[config.mk]
export PLATFORM = sky130hd
export DESIGN_NAME = max_pool_2x2
export DESIGN_NICKNAME = d
export VERILOG_FILES = /design/src/rtl/cnn_pkg.sv /design/src/rtl/pool_line_buf.sv /design/src/rtl/max_pool_2x2.sv
export SDC_FILE = /design/constraint.sdc
export NUM_CORES = 1
export LEC_CHECK = 0
export ABC_AREA = 1
export ABC_CLOCK_PERIOD_IN_PS = 16250
export CAP_MARGIN = 20
export CORE_MARGIN = 1
export CORE_UTILIZATION = 40
export CTS_CLUSTER_DIAMETER = 60
export DETAILED_ROUTE_END_ITERATION = 8
export GPL_ROUTABILITY_DRIVEN = 0
export PLACE_DENSITY_LB_ADDON = 0.08
export SYNTH_ARGS = -nofsm -noshare
export SYNTH_HDL_FRONTEND = slang
export SYNTH_SLANG_ARGS = --single-unit
export TNS_END_PERCENT = 30
[constraint.sdc]
create_clock -name clk -period 16.25 [get_ports clk]
set_input_delay 1.625 -clock clk [delete_from_list [all_inputs] [get_ports clk]]
set_output_delay 1.625 -clock clk [all_outputs]
set_load 0.005 [all_outputs]
[src/rtl/cnn_pkg.sv]
// Shared CNN datapath types: pixel word width, default channel count, signed max helper.
// Pure declarations, no logic and no latency of its own.
// Backpressure: not applicable.
package cnn_pkg;

    localparam int DW = 16;
    localparam int CH = 4;

    typedef logic signed [DW-1:0] pixel_t;

    // Both operands are signed, so this is a two's-complement compare.
    // On a tie either operand is correct; b is returned.
    function automatic pixel_t max2(input pixel_t a, input pixel_t b);
        return (a > b) ? a : b;
    endfunction

endpackage

[src/rtl/pool_line_buf.sv]
// Line buffer for one row of horizontal maxima: one write port, one read port.
// Latency: write lands on the next clock edge; read is combinational.
// Backpressure: none, the caller qualifies writes with its own handshake.
//
// Ports:
//   clk        - rising-edge clock
//   i_wr_vld   - write enable
//   i_wr_addr  - write address
//   i_wr_dat   - write data
//   i_rd_addr  - read address
//   o_rd_dat   - read data (asynchronous)
module pool_line_buf #(
    parameter  int DEPTH = 13,
    parameter  int WIDTH = 64,
    localparam int AW    = (DEPTH > 1) ? $clog2(DEPTH) : 1
) (
    input  logic             clk,
    input  logic             i_wr_vld,
    input  logic [AW-1:0]    i_wr_addr,
    input  logic [WIDTH-1:0] i_wr_dat,
    input  logic [AW-1:0]    i_rd_addr,
    output logic [WIDTH-1:0] o_rd_dat
);

    // Contents are deliberately not reset: every entry is rewritten on the
    // even row before the odd row reads it.
    logic [WIDTH-1:0] r_mem [DEPTH];

    always_ff @(posedge clk) begin
        if (i_wr_vld) begin
            r_mem[i_wr_addr] <= i_wr_dat;
        end
    end

    assign o_rd_dat = r_mem[i_rd_addr];

endmodule

[src/rtl/max_pool_2x2.sv]
// 2x2 stride-2 max pooling over a raster-order multi-channel feature map.
// Latency: one cycle from the accept of the bottom-right window pixel to valid_out.
// Backpressure: ready = !valid_out || out_ready; the output register holds while stalled.
//
// Ports:
//   clk, reset          - clock, synchronous active-low reset
//   pixel_in, valid_in  - input beat (one pixel of every channel)
//   ready               - input beat is accepted when valid_in && ready
//   pixel_out, valid_out, last_out - pooled pixel, its valid, end-of-frame flag
//   out_ready           - downstream accepts pixel_out this cycle
module max_pool_2x2
    import cnn_pkg::*;
#(
    parameter int IMG_W = 26,
    parameter int IMG_H = 26,
    parameter int CH    = cnn_pkg::CH
) (
    input  logic   clk,
    input  logic   reset,
    input  pixel_t pixel_in [0:CH-1],
    input  logic   valid_in,
    output logic   ready,
    output pixel_t pixel_out [0:CH-1],
    output logic   valid_out,
    input  logic   out_ready,
    output logic   last_out
);

    localparam int CW    = $clog2(IMG_W);
    localparam int RW    = $clog2(IMG_H);
    localparam int LB_D  = IMG_W / 2;
    localparam int LB_AW = (LB_D > 1) ? $clog2(LB_D) : 1;

    if ((IMG_W % 2) != 0 || IMG_W < 2 || (IMG_H % 2) != 0 || IMG_H < 2) begin : g_bad_geometry
        $error("max_pool_2x2: IMG_W and IMG_H must be even and at least 2");
    end

    logic [CW-1:0]      r_col;
    logic [RW-1:0]      r_row;
    logic               r_valid_out;
    logic               r_last_out;
    pixel_t             r_pixel_out [0:CH-1];
    pixel_t             r_pair      [0:CH-1];

    logic               w_accept;
    logic               w_col_end;
    logic               w_row_end;
    logic               w_load;
    logic               w_lb_we;
    logic [LB_AW-1:0]   w_lb_addr;
    logic [CH*DW-1:0]   w_lb_wdat;
    logic [CH*DW-1:0]   w_lb_rdat;
    pixel_t             w_h   [0:CH-1];
    pixel_t             w_win [0:CH-1];

    assign ready     = !r_valid_out || out_ready;
    assign w_accept  = valid_in && ready;
    assign w_col_end = (r_col == CW'(IMG_W - 1));
    assign w_row_end = (r_row == RW'(IMG_H - 1));

    // Odd column closes a horizontal pair; the row parity then decides whether
    // the pair max is parked in the line buffer or finishes a 2x2 window.
    assign w_lb_we   = w_accept && r_col[0] && !r_row[0];
    assign w_load    = w_accept && r_col[0] &&  r_row[0];
    assign w_lb_addr = LB_AW'(r_col >> 1);

    always_comb begin
        w_lb_wdat = '0;
        for (int c = 0; c < CH; c++) begin
            w_h[c]                 = max2(r_pair[c], pixel_in[c]);
            w_win[c]               = max2(pixel_t'(w_lb_rdat[c*DW +: DW]), w_h[c]);
            w_lb_wdat[c*DW +: DW]  = w_h[c];
        end
    end

    pool_line_buf #(
        .DEPTH (LB_D),
        .WIDTH (CH*DW)
    ) u_line_buf (
        .clk       (clk),
        .i_wr_vld  (w_lb_we),
        .i_wr_addr (w_lb_addr),
        .i_wr_dat  (w_lb_wdat),
        .i_rd_addr (w_lb_addr),
        .o_rd_dat  (w_lb_rdat)
    );

    // Raster position; wraps straight into the next frame with no idle cycle.
    always_ff @(posedge clk) begin
        if (!reset) begin
            r_col <= '0;
            r_row <= '0;
        end else if (w_accept) begin
            if (w_col_end) begin
                r_col <= '0;
                r_row <= w_row_end ? '0 : r_row + 1'b1;
            end else begin
                r_col <= r_col + 1'b1;
            end
        end
    end

    // Even-column pixel waiting for its odd-column partner; not reset.
    always_ff @(posedge clk) begin
        if (w_accept && !r_col[0]) begin
            r_pair <= pixel_in;
        end
    end

    // A load can only happen when ready is high, so it never overwrites a
    // stalled result.
    always_ff @(posedge clk) begin
        if (!reset) begin
            r_valid_out <= 1'b0;
            r_last_out  <= 1'b0;
            for (int c = 0; c < CH; c++) begin
                r_pixel_out[c] <= '0;
            end
        end else if (w_load) begin
            r_valid_out <= 1'b1;
            r_last_out  <= w_row_end && w_col_end;
            r_pixel_out <= w_win;
        end else if (out_ready) begin
            r_valid_out <= 1'b0;
            r_last_out  <= 1'b0;
        end
    end

    assign pixel_out = r_pixel_out;
    assign valid_out = r_valid_out;
    assign last_out  = r_last_out;

endmodule

-- Word level (Yosys, flattened, before mapping)
Memory sizes are Yosys's and may differ from the RTL's. A register that Yosys moved wholly into a read port is not among the register bits.
Cells that the tools add are included.
W data, S select, Z words.
- output and inout bits: 67
- word-level logic and storage cells: 54
- flip-flop bits (word level): 140
- bits of input ports: 68
- memories kept: 1
- bits in writable memories: 832
- memories (memory ; words ; width ; read ports ; clocked after Yosys merged registers in ; wr ports ; line ; RTL):
    u_line_buf.r_mem ; 13 ; 64 ; 1 ; 1 ; 1 ; pool_line_buf.sv:27 ; logic [WIDTH-1:0] r_mem [DEPTH];
- reduce and logical (&&, ||, !) cells: 12
- $lt $le $gt $ge: 8
- eq/ne operators: 2
- add/sub/neg operators: 2
- muxes and demuxes: 17
- operators by type and width (kind ; count):
    $gt A16 B16 Y1 ; 8
    $mux W16 ; 8
    $add A5 B1 Y5 const B ; 2
    $eq A5 B5 Y1 const B ; 2
    $mux W5 ; 2
    $mux W4 ; 2
    $logic_and A1 B1 Y1 ; 6
    $mux W1 ; 5
    $logic_not A1 Y1 ; 3
    $reduce_and A2 Y1 ; 1
    $reduce_bool A2 Y1 ; 1
    $logic_or A1 B1 Y1 ; 1

-- Longest topological paths before layout
Gate-level depths: netlist of the first run.
- word-level depth: 7
- gate-level depth with buffers: 33
- mapped depth without buffers: 31

-- By module
A second synthesis of the first run with hierarchy kept.
- cell total of the unflattened synthesis: 4749
- area total of the unflattened synthesis: 45979.1 um2
- by module, submodules not included (module ; sequential area each (um2) ; times used ; area each (um2) ; cells an instance):
    pool_line_buf ; 24984.0 ; 1 ; 35018.6 ; 3201
    max_pool_2x2 ; 3443.3 ; 1 ; 10960.5 ; 1548

-- Least setup slack after synthesis of the first run
OpenSTA, ideal clock, no wires.
- path type: input to register
- start: input port out_ready
- end: memory u_line_buf.r_mem[12][0] (enable)
- library setup time: 0.644 ns
- buffers on the path: 0
- stages: 6
- required time: 15.606 ns
- setup slack: 7.414 ns
- arrival: 8.192 ns
- path through: inv_1 nand2_2 nand2_1 nor2_1 inv_1 nor4_1
- longest elaborated chain between the ends: 6
- ends and longest elaborated chain (element ; line ; RTL):
    start: declaration ; max_pool_2x2.sv:25 ; input logic out_ready,
    $logic_or A1 B1 Y1 ; max_pool_2x2.sv:56 ; assign ready = !r_valid_out || out_ready;
    via ready ; max_pool_2x2.sv:22 ; output logic ready,
    $logic_and A1 B1 Y1 ; max_pool_2x2.sv:57 ; assign w_accept = valid_in && ready;
    $logic_and A1 B1 Y1 (2 in series) ; max_pool_2x2.sv:63 ; assign w_lb_we = w_accept && r_col[0] && !r_row[0];
    $mux W1 ; pool_line_buf.sv:30 ; if (i_wr_vld) begin
    $mux W1 (implied by the code) ; pool_line_buf.sv:31 ; r_mem[i_wr_addr] <= i_wr_dat;
    end: declaration ; pool_line_buf.sv:27 ;
The timed path passes the listed nets, and every way through them passes these cells.

-- Worst setup path in the final report of the first run
- start: input port pixel_in[41] (netlist name)
- end: register r_pixel_out, in the netlist pixel_out[38]
- longest elaborated chain between the ends: 4
- ends and longest elaborated chain (element ; line ; RTL):
    start: declaration ; max_pool_2x2.sv:20 ; input pixel_t pixel_in [0:CH-1],
    $gt A16 B16 Y1 ; cnn_pkg.sv:14 ; return (a > b) ? a : b;
    $mux W16 ; cnn_pkg.sv:14 ;
    via u_line_buf.i_wr_dat[30] ; pool_line_buf.sv:20 ; input logic [WIDTH-1:0] i_wr_dat,
    $gt A16 B16 Y1 ; cnn_pkg.sv:14 ;
    $mux W16 ; cnn_pkg.sv:14 ;
    end signal: assignment ; max_pool_2x2.sv:122 ; r_pixel_out <= w_win;
    end: declaration ; max_pool_2x2.sv:42 ; pixel_t r_pixel_out [0:CH-1];
The timed path passes the listed nets, and every way through them passes these cells.
A chain may end at the register's enable or synchronous reset.

==> results.sh, run 1 <==
export IMPL_run_status="completed"
export IMPL_max_slew_margin_rel_pct=25.6
export IMPL_netlist_area_um2=44200
export IMPL_synth_ff_type="edfxtp_1"
export IMPL_cts_root_buf="clkbuf_16"
export IMPL_reg2reg_slack_ns=10.66
export IMPL_combPwrFrac_pct=11.2
export IMPL_drtIter0Drc=1953
export IMPL_port_buffers=134
export IMPL_cpPeakStageDelay_ns=0.67
export IMPL_clk_pin_slew_worst_paths_ns=0.06
export IMPL_grt_pass1_wl_um=182000
export IMPL_post_cts_setup_buffer_count=0
export IMPL_dp_hpwl_um=66400
export IMPL_switchingPower_uw=1500
export IMPL_start_kind="input pin"
export IMPL_min_period_ns=6.60
export IMPL_worstHoldStart="pixel_out[9]"
export IMPL_firstDrtPassIters=5
export IMPL_intPower_uw=4470
export IMPL_swShare_pct=25.1
export IMPL_hold_path_class="flip-flop to flip-flop"
export IMPL_hold_violations=0
export IMPL_clock_latency_ns=0.67
export IMPL_start_util_pct=40.5
export IMPL_routed_via_density=5.05
export IMPL_min_to="pixel_out[9]"
export IMPL_cts_repair_resized=0
export IMPL_layout_drive_gt1_share_pct=6.09
export IMPL_htreeDepth=3
export IMPL_ys_types=40
export IMPL_wire_per_inst_um=20.2
export IMPL_irDropWorstVdd_mv=0.0875
export IMPL_power_leakage_uw=0.0197
export IMPL_tightestPinTransition_ns=1.12
export IMPL_met1_usage_pct=29.1
export IMPL_drt_total_wl_um=120000
export IMPL_grtUsageTotal_pct=21.4
export IMPL_areaGrowthSynthToFinish_pct=13.7
export IMPL_grt_pass1_vias=29391
export IMPL_finalSetupViolations=0
export IMPL_setup_ws_ns=9.65
export IMPL_fmax_ghz=0.151
export IMPL_clock_sinks=976
export IMPL_dp_slack_ns=9.04
export IMPL_synthArstFlopShare_pct=0
export IMPL_met3_usage_pct=2.53
export IMPL_cts_tree="built"
export IMPL_setup_tns_ns=0
export IMPL_fin_crit_sh_pct=40.6
export IMPL_die_area_um2=112000
export IMPL_worstPathMaxFanout=17
export IMPL_path_class="input pin to flip-flop"
export IMPL_synth_nets=4503
export IMPL_die_w_um=334
export IMPL_reg2reg_depth=19
export IMPL_yosys_register_bits=976
export IMPL_grt_antenna_before_repair=2
export IMPL_yosysSeqAreaShare_pct=64.5
export IMPL_whs_ns=0.471
export IMPL_grt_max_degree=183
export IMPL_path_common_cell="nand2_1"
export IMPL_die_h_um=334
export IMPL_numCtsBuffers=109
export IMPL_synth_avg_cell_area_um2=10.3
export IMPL_clockPowerShare_pct=40.8
export IMPL_cp_slowest_cell="nand3_1"
export IMPL_slew_viol_final=0
export IMPL_hold_depth=2
export IMPL_synth_edf_count=896
export IMPL_netlist_instances=4303
export IMPL_pin_count=135
export IMPL_fp_row_count=121
export IMPL_critPathCaptureType="flip-flop"
export IMPL_grt_overflow_total=0
export IMPL_worst_ep_required_time_ns=16.84
export IMPL_crit_chain="clkdlybuf4s50_1 -> inv_1 -> ha_1 -> nand2_1 -> nand2_1 -> nand3_1 -> nand2_1 -> a21oi_1 -> nand3_1 -> nand3_2 -> nand2_1 -> nand2_1 -> inv_1 -> ha_1 -> nand2_1 -> inv_1 -> nand3_1 -> nor2_1 -> nand2_1 -> nand3_1 -> nand3_1 -> nand3_1 -> nand2_1 -> a21oi_1"
export IMPL_clockBufferDepth=3
export IMPL_cap_violations=0
export IMPL_cp_arrival_ns=7.20
export IMPL_fin_nets=4578
export IMPL_fin_skew_ns=0.0122
export IMPL_r2r_end="pixel_out[38]"
export IMPL_drt_antenna_violating_nets=0
export IMPL_num_antenna_cells=0
export IMPL_p_per_area_nw_per_um2=119
export IMPL_postCtsHoldBufs=0
export IMPL_seq_power_share_pct=48.0
export IMPL_vias=30007
export IMPL_coreArea_um2=109000
export IMPL_rsz0062_at_grt="no"
export IMPL_synth_warnings=0
export IMPL_detail_route_drc_violations=0
export IMPL_met2_usage_pct=36.5
export IMPL_grt_busiest_layer="met2"
## how the worst max path moves through the flow
stage | start | endpoint | cells past startpoint | slack, ns
2_1_floorplan | out_ready | u_line_buf.r_mem[12][0] | 6 | 7.41
3_3_place_gp | pixel_in[47] | pixel_out[38] | 22 | 9.06
3_5_place_dp | pixel_in[47] | pixel_out[38] | 22 | 9.04
4_1_cts | pixel_in[47] | pixel_out[38] | 22 | 9.73
5_1_grt | pixel_in[37] | pixel_out[38] | 24 | 9.11
6_report | pixel_in[41] | pixel_out[38] | 24 | 9.65
## layout by cell type, fill, tap and decap left out, types with 11 or more instances in the layout
master           synthesis  routed
o21ai_1                 42      42
o211ai_1                78      78
edfxtp_1               896     896
nand3_1                288     288
clkdlybuf4s50_1          0     134
o21ai_0                224     224
a21oi_1                143     143
clkbuf_1                88      32
nand2_1               1122    1122
dfxtp_1                 80      77
nor2_1                 488     475
ha_1                   132     132
inv_1                  381     379
nand4_1                122     122
nor2_4                   0      14
clkbuf_16                0     110
clkinv_1                 0      14
clkinv_2                 0      11
buf_4                   17      46
inv_2                   28      26
## power groups by stage
stage | logic [uW] | registers, uW | clock network (uW)
global placement | 661 | 2920 | 0
detailed placement | 670 | 2920 | 0
CTS | 672 | 2860 | 2480
global route | 760 | 2870 | 2580
floorplan | 477 | 2910 | 0
finish | 667 | 2860 | 2430
## state kept, by name, summed over array words and instances (netlist names), named ones only
register,cells
r_pair,64
last_out,1
r_row,5
valid_out,1
pixel_out,64
u_line_buf.r_mem,832
r_col,5
## cell usage after synthesis (4+ instances only)
cell	number	area share [%]
buf_2	76	0.86
o211ai_1	78	1.3
dfxtp_1	80	3.6
inv_2	28	0.24
buf_1	16	0.14
nor3_1	7	0.079
o221ai_1	6	0.12
o21ai_0	224	2.5
buf_6	19	0.48
inv_1	381	3.2
nand3_2	7	0.16
clkbuf_1	88	0.75
buf_4	17	0.29
nand4_1	122	1.7
o21ai_2	9	0.18
o22ai_1	4	0.057
nand2_1	1122	9.5
nand3_1	288	3.3
ha_1	132	3.7
o21ai_1	42	0.48
nor2_1	488	4.1
a21oi_1	143	1.6
edfxtp_1	896	61
a21o_1	5	0.085
## routing by layer
layer  vias up  share of wire [%]
met2       537                 48
met4         0                1.5
met3       119                3.8
li1      14786                  -
met5         -                  0
met1     14565                 46
## critical path: cells and delay by family
family	cells	cell delay, ns
fa+ha+maj	2	0.61
compound gates	2	0.31
simple gates	16	3.91
buf+inv	4	0.74
## through the flow
stage                     total power [uW]  instances  instance area [um^2]  utilization [%]
after detailed placement              3590       5743                 46800             42.9
after floorplan                       3390       4303                 44200                -
final                                 5960       5940                 50300             46.1
after CTS                             6020       5940                 50300             46.1
after global routing                  6210       5940                 50300             46.1
after global placement                3580       5742                 46800             42.8
## cell type report
type / count / area, um^2
Clock buffer: 148 / 2960
Clock inverter: 49 / 548
Fill cell: 10154 / 58900
Inverter: 410 / 1570
Multi-Input combinational cell: 2698 / 13100
Sequential cell: 976 / 28500
Tap cell: 1476 / 1850
Timing Repair Buffer: 183 / 1740
## logic make-up (layout without fill, tap and decap cells)
family / after synthesis / in the layout / synth area share, %
fa+ha+maj: 132 / 132 / 3.74
xor+xnor: 1 / 1 / 0.0198
simple gates: 2044 / 2044 / 19.1
flops: 976 / 976 / 64.5
compound gates: 521 / 521 / 6.58
buf+inv: 629 / 790 / 6.13
Power figures use the tool's default switching activity.
==> run 2: changes to the inputs <==
--- a/config.mk
+++ b/config.mk
@@ -6,7 +6,7 @@
 export NUM_CORES = 1
 export LEC_CHECK = 0
 export ABC_AREA = 1
-export ABC_CLOCK_PERIOD_IN_PS = 16250
+export ABC_CLOCK_PERIOD_IN_PS = 6300
 export CAP_MARGIN = 20
 export CORE_MARGIN = 1
 export CORE_UTILIZATION = 40
==> constraint.sdc (replaced) <==
create_clock -name clk -period 6.3 [get_ports clk]
set_input_delay 0.63 -clock clk [delete_from_list [all_inputs] [get_ports clk]]
set_output_delay 0.63 -clock clk [all_outputs]
set_load 0.005 [all_outputs]
==> run 2 against run 1 <==
Compared with the run above: wire length rose by 0.44%; sequential cell count did not move; worst setup slack lost 8.4 ns; highest routed layer unchanged; largest cell class unchanged.
==> results.sh, run 2 (synthesis gave the netlist of run 1 again) <==
export IMPL_drt_total_wl_um=120000
export IMPL_intPower_uw=11600
export IMPL_max_slew_margin_rel_pct=24.1
export IMPL_setup_ws_ns=1.28
export IMPL_dp_hpwl_um=65800
export IMPL_final_cell_mix="nand2_1 (1122), edfxtp_1 (896), nor2_1 (475)"
export IMPL_path_common_cell="nand2_1"
export IMPL_wire_per_inst_um=20.2
export IMPL_finalSetupViolations=0
export IMPL_setup_tns_ns=0
export IMPL_die_area_um2=112000
export IMPL_cts_tree="built"
export IMPL_drt_antenna_violating_nets=0
export IMPL_layout_drive_gt1_share_pct=6.70
export IMPL_grt_overflow_total=0
export IMPL_numCtsBuffers=110
export IMPL_stdcell_count=5971
export IMPL_run_status="completed"
export IMPL_clockBufferDepth=3
export IMPL_path_class="input pin to flip-flop"
export IMPL_critPathCaptureType="flip-flop"
export IMPL_fmax_ghz=0.199
export IMPL_start_util_pct=40.5
export IMPL_switchingPower_uw=3930
export IMPL_reg2reg_slack_ns=1.40
export IMPL_grt_antenna_before_repair=0
export IMPL_regArea_um2=28500
export IMPL_grt_max_degree=158
export IMPL_clock_sinks=976
export IMPL_dp_slack_ns=0.535
export IMPL_rsz0062_at_grt="no"
export IMPL_largest_reg_flops=832
export IMPL_seq_power_share_pct=47.6
export IMPL_cp_arrival_ns=5.62
export IMPL_grtUsageTotal_pct=21.5
export IMPL_post_cts_setup_buffer_count=0
export IMPL_die_w_um=334
export IMPL_grt_pass1_wl_um=183000
export IMPL_cts_root_buf="clkbuf_16"
export IMPL_coreArea_um2=109000
export IMPL_hold_depth=2
export IMPL_r2r_end="pixel_out[14]"
export IMPL_cp_buffers_inverters=4
export IMPL_fillers=10113
export IMPL_min_period_ns=5.02
export IMPL_dp_cells=5764
export IMPL_htreeDepth=3
export IMPL_r2r_start="r_pair[15]"
export IMPL_start_kind="input pin"
export IMPL_reg2reg_depth=21
export IMPL_swShare_pct=25.4
export IMPL_irDropWorstVdd_mv=0.233
export IMPL_finish_utilization_pct=46.5
export IMPL_cpPeakStageDelay_ns=0.53
export IMPL_cp_slowest_cell="clkdlybuf4s50_1"
export IMPL_layout_commonest_cell="nand2_1"
export IMPL_port_buffers=134
export IMPL_clockPowerShare_pct=41.1
export IMPL_dpl_cell_area_um2=47100
export IMPL_areaGrowthSynthToFinish_pct=14.8
export IMPL_cap_violations=0
export IMPL_min_to="pixel_out[46]"
export IMPL_worstHoldStart="pixel_out[46]"
export IMPL_routed_via_density=5.06
export IMPL_crit_family="simple AND/OR/NAND/NOR gates"
export IMPL_finalInstanceArea_um2=50800
export IMPL_firstDrtPassIters=7
export IMPL_crit_chain="clkdlybuf4s50_1 -> inv_1 -> ha_1 -> nand2_1 -> inv_1 -> nand2_1 -> nand2_1 -> a21oi_1 -> nand4_2 -> nand3_2 -> nand2_1 -> nand2_1 -> inv_1 -> ha_1 -> a21oi_1 -> o21ai_0 -> a21oi_1 -> nand2_1 -> nand2_1 -> nand3_2 -> nand3_1 -> nand2_1 -> a21oi_1"
export IMPL_cts_repair_resized=0
export IMPL_combPwrFrac_pct=11.3
export IMPL_die_h_um=334
export IMPL_clk_pin_slew_worst_paths_ns=0.06
export IMPL_top_register="u_line_buf.r_mem"
export IMPL_postCtsHoldBufs=0
export IMPL_detail_route_drc_violations=0
export IMPL_slew_viol_final=0
export IMPL_clock_latency_ns=0.70
export IMPL_drtIter0Drc=2059
export IMPL_worstPathMaxFanout=17
export IMPL_fin_crit_sh_pct=79.7
export IMPL_fin_nets=4600
export IMPL_fp_row_count=121
export IMPL_num_antenna_cells=0
export IMPL_grt_pass1_vias=29839
export IMPL_vias=30232
export IMPL_hold_path_class="flip-flop to flip-flop"
export IMPL_power_leakage_uw=0.0199
export IMPL_pin_count=135
export IMPL_worst_ep_required_time_ns=6.90
export IMPL_p_per_area_nw_per_um2=306
export IMPL_tightestPinTransition_ns=1.14
export IMPL_hold_violations=0
export IMPL_multiInputGateArea_um2=13100
export IMPL_fin_skew_ns=0.0429
run 2: worst max path at each step:
stage / endpoint / slack [ns] / start / cells past startpoint
6_report: pixel_out[14] / 1.28 / pixel_in[15] / 23
5_1_grt: pixel_out[11] / 0.65 / pixel_in[15] / 23
4_1_cts: pixel_out[14] / 1.27 / pixel_in[15] / 23
3_5_place_dp: pixel_out[14] / 0.53 / pixel_in[15] / 23
3_3_place_gp: pixel_out[13] / 0.65 / pixel_in[15] / 23
2_1_floorplan: u_line_buf.r_mem[12][0] / 1.18 / out_ready / 6
run 2: metal layers:
metal / vias to the layer above / global-route usage, % / part of all wire (%) / routed length, um
met3: 135 / 2.54 / 3.6 / 4380
met1: 14754 / 29.8 / 47 / 56700
met5: - / 0 / 0 / 0
li1: 14852 / - / - / -
met4: 0 / 5.41 / 1.8 / 2170
met2: 491 / 35.8 / 47 / 57200
run 2: metrics by stage:
stage	hold WS [ns]	total power, uW
3_5_place_dp	0.456	9280
6_report	0.467	15500
2_1_floorplan	0.462	8740
4_1_cts	0.467	15700
3_3_place_gp	0.455	9270
5_1_grt	0.492	16100
run 2: cell type report:
type                            instances  share of cell area, %
Clock buffer                          141                   5.82
Inverter                              410                   3.09
Multi-Input combinational cell       2698                   25.8
Tap cell                             1476                   3.64
Timing Repair Buffer                  204                   4.12
Clock inverter                         66                   1.29
Sequential cell                       976                   56.2
run 2: worst register-to-register path, delay by kind of cell (launching register included):
kind / cells / cell delay (ns)
AND/OR/NAND/NOR: 12 / 2.78
AO/OA/AOI/OAI: 5 / 0.79
adder cells (fa/ha/maj): 2 / 0.68
flip-flops: 1 / 0.41
buffers and inverters: 2 / 0.14
run 2: power groups by stage:
stage	sequential, uW	combinational (uW)	clock (uW)
6_report	7390	1750	6370
5_1_grt	7390	1990	6740
3_5_place_dp	7520	1760	0
2_1_floorplan	7510	1230	0
4_1_cts	7390	1770	6500
3_3_place_gp	7520	1750	0
